[src/rtl/serial_addsub_pkg.sv]
// serial_addsub_pkg
//   Shared types for the bit-serial adder/subtractor.
//   - STATE_W : width of the sequencer state encoding
//   - state_e : sequencer states (idle, bit processing, result presentation)
package serial_addsub_pkg;

  localparam int STATE_W = 2;

  typedef enum logic [STATE_W-1:0] {
    ST_IDLE = 2'd0,
    ST_RUN  = 2'd1,
    ST_DONE = 2'd2
  } state_e;

endpackage

[src/rtl/serial_addsub_fa.sv]
// fa
//   1-bit full adder, used as the single arithmetic cell of serial_addsub.
//   Ports:
//     a, b : operand bits
//     ci   : carry in
//     s    : sum bit
//     co   : carry out
module fa (
  input  logic a,
  input  logic b,
  input  logic ci,
  output logic s,
  output logic co
);

  assign s  = a ^ b ^ ci;
  assign co = (a & b) | (ci & (a ^ b));

endmodule

[src/rtl/serial_addsub.sv]
// serial_addsub
//   Bit-serial adder/subtractor. Operands are captured on an accepted start,
//   then one bit per clock is pushed LSB-first through a single full adder.
//   After the last bit the result, carry-out and signed overflow are
//   registered and done pulses for one cycle. Results hold until the next
//   completed operation.
//   Ports:
//     clk   : rising-edge clock
//     rst   : synchronous active-high reset
//     start : operation request, sampled only when not busy
//     sub   : 0 = a+b, 1 = a-b (sampled with start)
//     a, b  : WIDTH-bit operands (sampled with start)
//     busy  : high while bits are being processed
//     done  : one-cycle pulse when s/co/ov are newly updated
//     s     : sum/difference modulo 2^WIDTH
//     co    : carry out of MSB (in subtract mode 1 = no borrow)
//     ov    : two's-complement overflow
import serial_addsub_pkg::*;

module serial_addsub #(
  parameter int WIDTH = 8
) (
  input  logic             clk,
  input  logic             rst,
  input  logic             start,
  input  logic             sub,
  input  logic [WIDTH-1:0] a,
  input  logic [WIDTH-1:0] b,
  output logic             busy,
  output logic             done,
  output logic [WIDTH-1:0] s,
  output logic             co,
  output logic             ov
);

  localparam int                CNT_W    = $clog2(WIDTH);
  localparam logic [CNT_W-1:0]  LAST_BIT = CNT_W'(WIDTH - 1);

  state_e             state_q, state_d;
  logic [WIDTH-1:0]   a_sh_q, a_sh_d;
  logic [WIDTH-1:0]   b_sh_q, b_sh_d;
  logic [WIDTH-1:0]   res_q, res_d;
  logic [CNT_W-1:0]   cnt_q, cnt_d;
  logic               carry_q, carry_d;
  logic [WIDTH-1:0]   s_q, s_d;
  logic               co_q, co_d;
  logic               ov_q, ov_d;
  logic               busy_q, busy_d;
  logic               done_q, done_d;

  logic               fa_s;
  logic               fa_co;

  // The one and only arithmetic cell: consumes the current LSBs and carry.
  fa u_fa (
    .a  (a_sh_q[0]),
    .b  (b_sh_q[0]),
    .ci (carry_q),
    .s  (fa_s),
    .co (fa_co)
  );

  // Next-state and datapath computation for the serial sequencer.
  always_comb begin
    state_d = state_q;
    a_sh_d  = a_sh_q;
    b_sh_d  = b_sh_q;
    res_d   = res_q;
    cnt_d   = cnt_q;
    carry_d = carry_q;
    s_d     = s_q;
    co_d    = co_q;
    ov_d    = ov_q;

    case (state_q)
      ST_IDLE, ST_DONE: begin
        if (start) begin
          // Subtraction is a + ~b + 1: invert b and seed the carry with 1.
          a_sh_d  = a;
          b_sh_d  = sub ? ~b : b;
          carry_d = sub;
          cnt_d   = '0;
          res_d   = '0;
          state_d = ST_RUN;
        end else begin
          state_d = ST_IDLE;
        end
      end

      ST_RUN: begin
        a_sh_d  = {1'b0, a_sh_q[WIDTH-1:1]};
        b_sh_d  = {1'b0, b_sh_q[WIDTH-1:1]};
        res_d   = {fa_s, res_q[WIDTH-1:1]};
        carry_d = fa_co;
        cnt_d   = cnt_q + CNT_W'(1);
        if (cnt_q == LAST_BIT) begin
          // On the MSB step carry_q is exactly the carry into the MSB,
          // so overflow is that carry XOR the carry leaving the MSB.
          s_d     = {fa_s, res_q[WIDTH-1:1]};
          co_d    = fa_co;
          ov_d    = carry_q ^ fa_co;
          state_d = ST_DONE;
        end else begin
          state_d = ST_RUN;
        end
      end

      default: begin
        state_d = ST_IDLE;
      end
    endcase

    // Status flags are registered from the next state so they align with it.
    busy_d = (state_d == ST_RUN);
    done_d = (state_d == ST_DONE);
  end

  // State, datapath and output registers with synchronous reset.
  always_ff @(posedge clk) begin
    if (rst) begin
      state_q <= ST_IDLE;
      a_sh_q  <= '0;
      b_sh_q  <= '0;
      res_q   <= '0;
      cnt_q   <= '0;
      carry_q <= 1'b0;
      s_q     <= '0;
      co_q    <= 1'b0;
      ov_q    <= 1'b0;
      busy_q  <= 1'b0;
      done_q  <= 1'b0;
    end else begin
      state_q <= state_d;
      a_sh_q  <= a_sh_d;
      b_sh_q  <= b_sh_d;
      res_q   <= res_d;
      cnt_q   <= cnt_d;
      carry_q <= carry_d;
      s_q     <= s_d;
      co_q    <= co_d;
      ov_q    <= ov_d;
      busy_q  <= busy_d;
      done_q  <= done_d;
    end
  end

  assign busy = busy_q;
  assign done = done_q;
  assign s    = s_q;
  assign co   = co_q;
  assign ov   = ov_q;

endmodule

[config.mk]
export PLATFORM = sky130hd
export DESIGN_NAME = serial_addsub
export DESIGN_NICKNAME = d
export VERILOG_FILES = /design/src/rtl/serial_addsub_pkg.sv /design/src/rtl/serial_addsub_fa.sv /design/src/rtl/serial_addsub.sv
export SDC_FILE = /design/constraint.sdc
export NUM_CORES = 1
export LEC_CHECK = 0
export BUFFER_PORTS_ARGS = -buffer_cell sky130_fd_sc_hd__buf_2
export CAP_MARGIN = 20
export CORE_MARGIN = 5
export CORE_UTILIZATION = 54
export DETAILED_ROUTE_END_ITERATION = 8
export GPL_ROUTABILITY_DRIVEN = 0
export PLACE_DENSITY = 0.78
export SLEW_MARGIN = 30
export SYNTH_ARGS = -nofsm -noshare
export SYNTH_HDL_FRONTEND = slang
export SYNTH_SLANG_ARGS = --single-unit
[constraint.sdc]
create_clock -name clk -period 1.9 [get_ports clk]
set_input_delay 0.57 -clock clk [delete_from_list [all_inputs] [get_ports clk]]
set_output_delay 0.57 -clock clk [all_outputs]
set_load 0.02 [all_outputs]
==> impl_metrics.yaml <==
clock_tree:
  cts_tree: "done"
  htreeDepth: 2
  holdBufCountCts: 0
  worstSkewPairLatency_ns: 0.35
  clockRootBuffer: "clkbuf_4"
  post_cts.repair.setup_buffers: 0
  cts_sinks: 41
  clockBufferDepth: 2
  ctsResizeCount: 0
  cts_buffers: 5
  path_clk_slew_ns: 0.12
logic_synthesis:
  async_flop_share_pct: 0
  yosysTopAreaCell: "dfxtp_1"
  synthFlopType: "dfxtp_1"
  synth_edf_count: 0
  yosysSeqAreaShare_pct: 48.1
  netlist_area_sq_mm: 0.00171
  synth_seq_cells: 41
  syn_nets: 216
  yosys.area.top_type_share_pct: 48.1
  synth_area_leaders: "dfxtp_1, a21oi_1, nand3_1"
  syn_area_per_cell_sq_um: 8.85
  synth_cell_types: 24
  yosysWarnings: 0
  synthCells: 193
routing:
  drc_errors: 0
  wl_per_cell_um: 12.4
  vias: 1396
  via_per_inst: 5.31
  first_iter_violations: 73
  dr.pass1.iters: 4
  drt_wl_total_um: 3270
  detail-route-antenna-nets: 0
power_and_ir_drop:
  total_power_w: 0.00169
  ir_drop_mv: 0.654
  p_leak_nw: 0.752
  pwr_density_cell_mw_per_mm2: 880
global_route:
  grt_max_degree: 42
  grt_pass1_wl_um: 5620
  grt_util_met3_pct: 5.44
  grt_use_met1_pct: 21.0
  overflow: 0
  grt_antenna_before_repair: 0
  grt-busiest-layer: "met2"
  use_met2_pct: 25.4
  grt_usage_pct: 16.5
  first_global_vias: 1278
sta:
  setup_viol: 0
  finalHoldViolations: 0
  layout_setup_ws_ns: 0.456
  setup_tns_ns: 0
  rsz0062_at_grt: "no"
  layout_worst_path_cycle_share_pct: 76.0
  min_period_ns: 1.44
  worstMarginPinSlew_ns: 0.433
  max_freq_mhz: 693
  finalClockSkew_ns: 0.0140
  maxSlewViolCount: 0
  worst_slew_margin_rel_pct: 71.0
die:
  start_util_pct: 55.9
  core_sq_mm: 0.00305
  die_y_um: 66.2
  dieArea_sq_mm: 0.00439
  row_count: 20
  die_w_um: 66.2
  ioPinCount: 32
setup_path:
  worstSetupPathType: "flip-flop to output pin"
  rr_worst_depth: 5
  cp_top_family: "flip-flops"
  cp.depth: 1
  arrival_ns: 0.87
  slowest_delay_ns: 0.36
  r2r-start: "cnt_q[0]$_SDFFE_PP0P_"
  start_kind: "flip-flop"
  worst-path-max-fanout: 2
  r2r_end: "s[4]$_SDFFE_PP0P_"
  path_cells: "buf_2"
  crit_required_ns: 1.33
  path_buf_inv: 1
  worst-r2r-setup-slack_ns: 0.48
  cp-end-kind: "output pin"
  cp_slowest_cell: "dfxtp_1"
min_path:
  min_to: "a_sh_q[7]$_SDFFE_PP0P_"
  min_delay_path_depth: 3
  holdCritPathClass: "input port to flip-flop"
  hold_path.startpoint: "a[7]"
layout:
  syn2layout_area_growth_pct: 12.6
  nFillCells: 305
  nets: 241
  drive_gt1_share_pct: 21.0
  num_antenna_cells: 0
  seq_area_sq_um: 821
  multiInputGateArea_sq_um: 749
placement:
  port_buffers: 31
  dp_slack_ns: 0.499
  hpwl_um: 2110
outcome:
  outcome: "finished clean"
flow_run:
  max_cap_viol_count: 0
[worst max-delay path by stage]
stage	startpoint	to
floorplan	start	a_sh_q[1]$_SDFFE_PP0P_
global placement	start	a_sh_q[6]$_SDFFE_PP0P_
detailed placement	start	a_sh_q[2]$_SDFFE_PP0P_
CTS	s[4]$_SDFFE_PP0P_	s[4]
global route	cnt_q[0]$_SDFFE_PP0P_	s[3]$_SDFFE_PP0P_
finish	co$_SDFFE_PP0P_	co
[worst register-to-register path, stage by stage, from the launching register on]
cell and delay, ns:
dfxtp_1 0.34, ha_1 0.21, ha_1 0.21, nand3b_1 0.34, nand2_1 0.10, a21oi_1 0.15
[routing by layer]
layer  share of wire, %  vias up  wire length, um
met1                 46      638             1510
met5                  0        -                0
met4                1.5        0               48
met3                6.2        6              203
li1                   -      716                -
met2                 46       36             1510
[cells in the mapped netlist, types with 2 or more instances]
| library cell | n |
|---|---|
| clkbuf_1 | 5 |
| nand3_1 | 27 |
| a22oi_1 | 14 |
| nand2_1 | 29 |
| buf_6 | 6 |
| ha_1 | 2 |
| nand2b_1 | 3 |
| a21oi_1 | 36 |
| dfxtp_1 | 41 |
| nor2_1 | 5 |
| xor2_1 | 8 |
| buf_2 | 5 |
[report_power, final]
part,switching (W),internal [W]
Combinational,0.000110,0.0000776
Sequential,0.0000210,0.000894
Clock,0.000275,0.000314
[logic make-up (layout without fill, tap and decap cells)]
family                   after synthesis  after routing  synth area share [%]
XOR/XNOR                               9              9                  4.62
AND/OR/NAND/NOR                       68             68                  18.3
flip-flops                            41             41                  48.1
buffers and inverters                 19             45                  8.06
adder cells (fa/ha/maj)                3              3                  2.64
AO/OA/AOI/OAI                         53             53                  18.3
[area by class of cell]
cell class	count	share of cell area [%]
repair buffers	37	11.1
clock inverters	1	1.56
well taps	44	2.86
flip-flops and latches	41	42.7
clock buffers	7	2.86
multi-input cells	133	39.0
[through the flow]
stage | area (sq um) | utilization, % | std cells | hold slack, ns
final | 1920 | 63.0 | 263 | 0.448
after global routing | 1920 | 63.0 | 263 | 0.438
after CTS | 1920 | 63.0 | 263 | 0.436
after detailed placement | 1840 | 60.2 | 255 | 0.445
after global placement | 1840 | 60.2 | 255 | 0.439
after floorplan | 1710 | - | 193 | 0.432
[placed cells by master, fill, tap and decap left out, types with 2 or more instances in the layout]
cell      count
a21oi_1      36
a22oi_1      14
buf_2        31
buf_4         5
clkbuf_4      5
dfxtp_1      41
ha_1          2
nand2_1      29
nand2b_1      3
nand3_1      27
nor2_1        5
xor2_1        8
[state kept, by name, indices dropped and copies added (netlist names)]
register  cells
ov            1
res_q         7
cnt_q         3
b_sh_q        8
s             8
carry_q       1
co            1
state_q       2
busy          1
done          1
a_sh_q        8
Note: power is estimated with default switching activity, not from simulation.
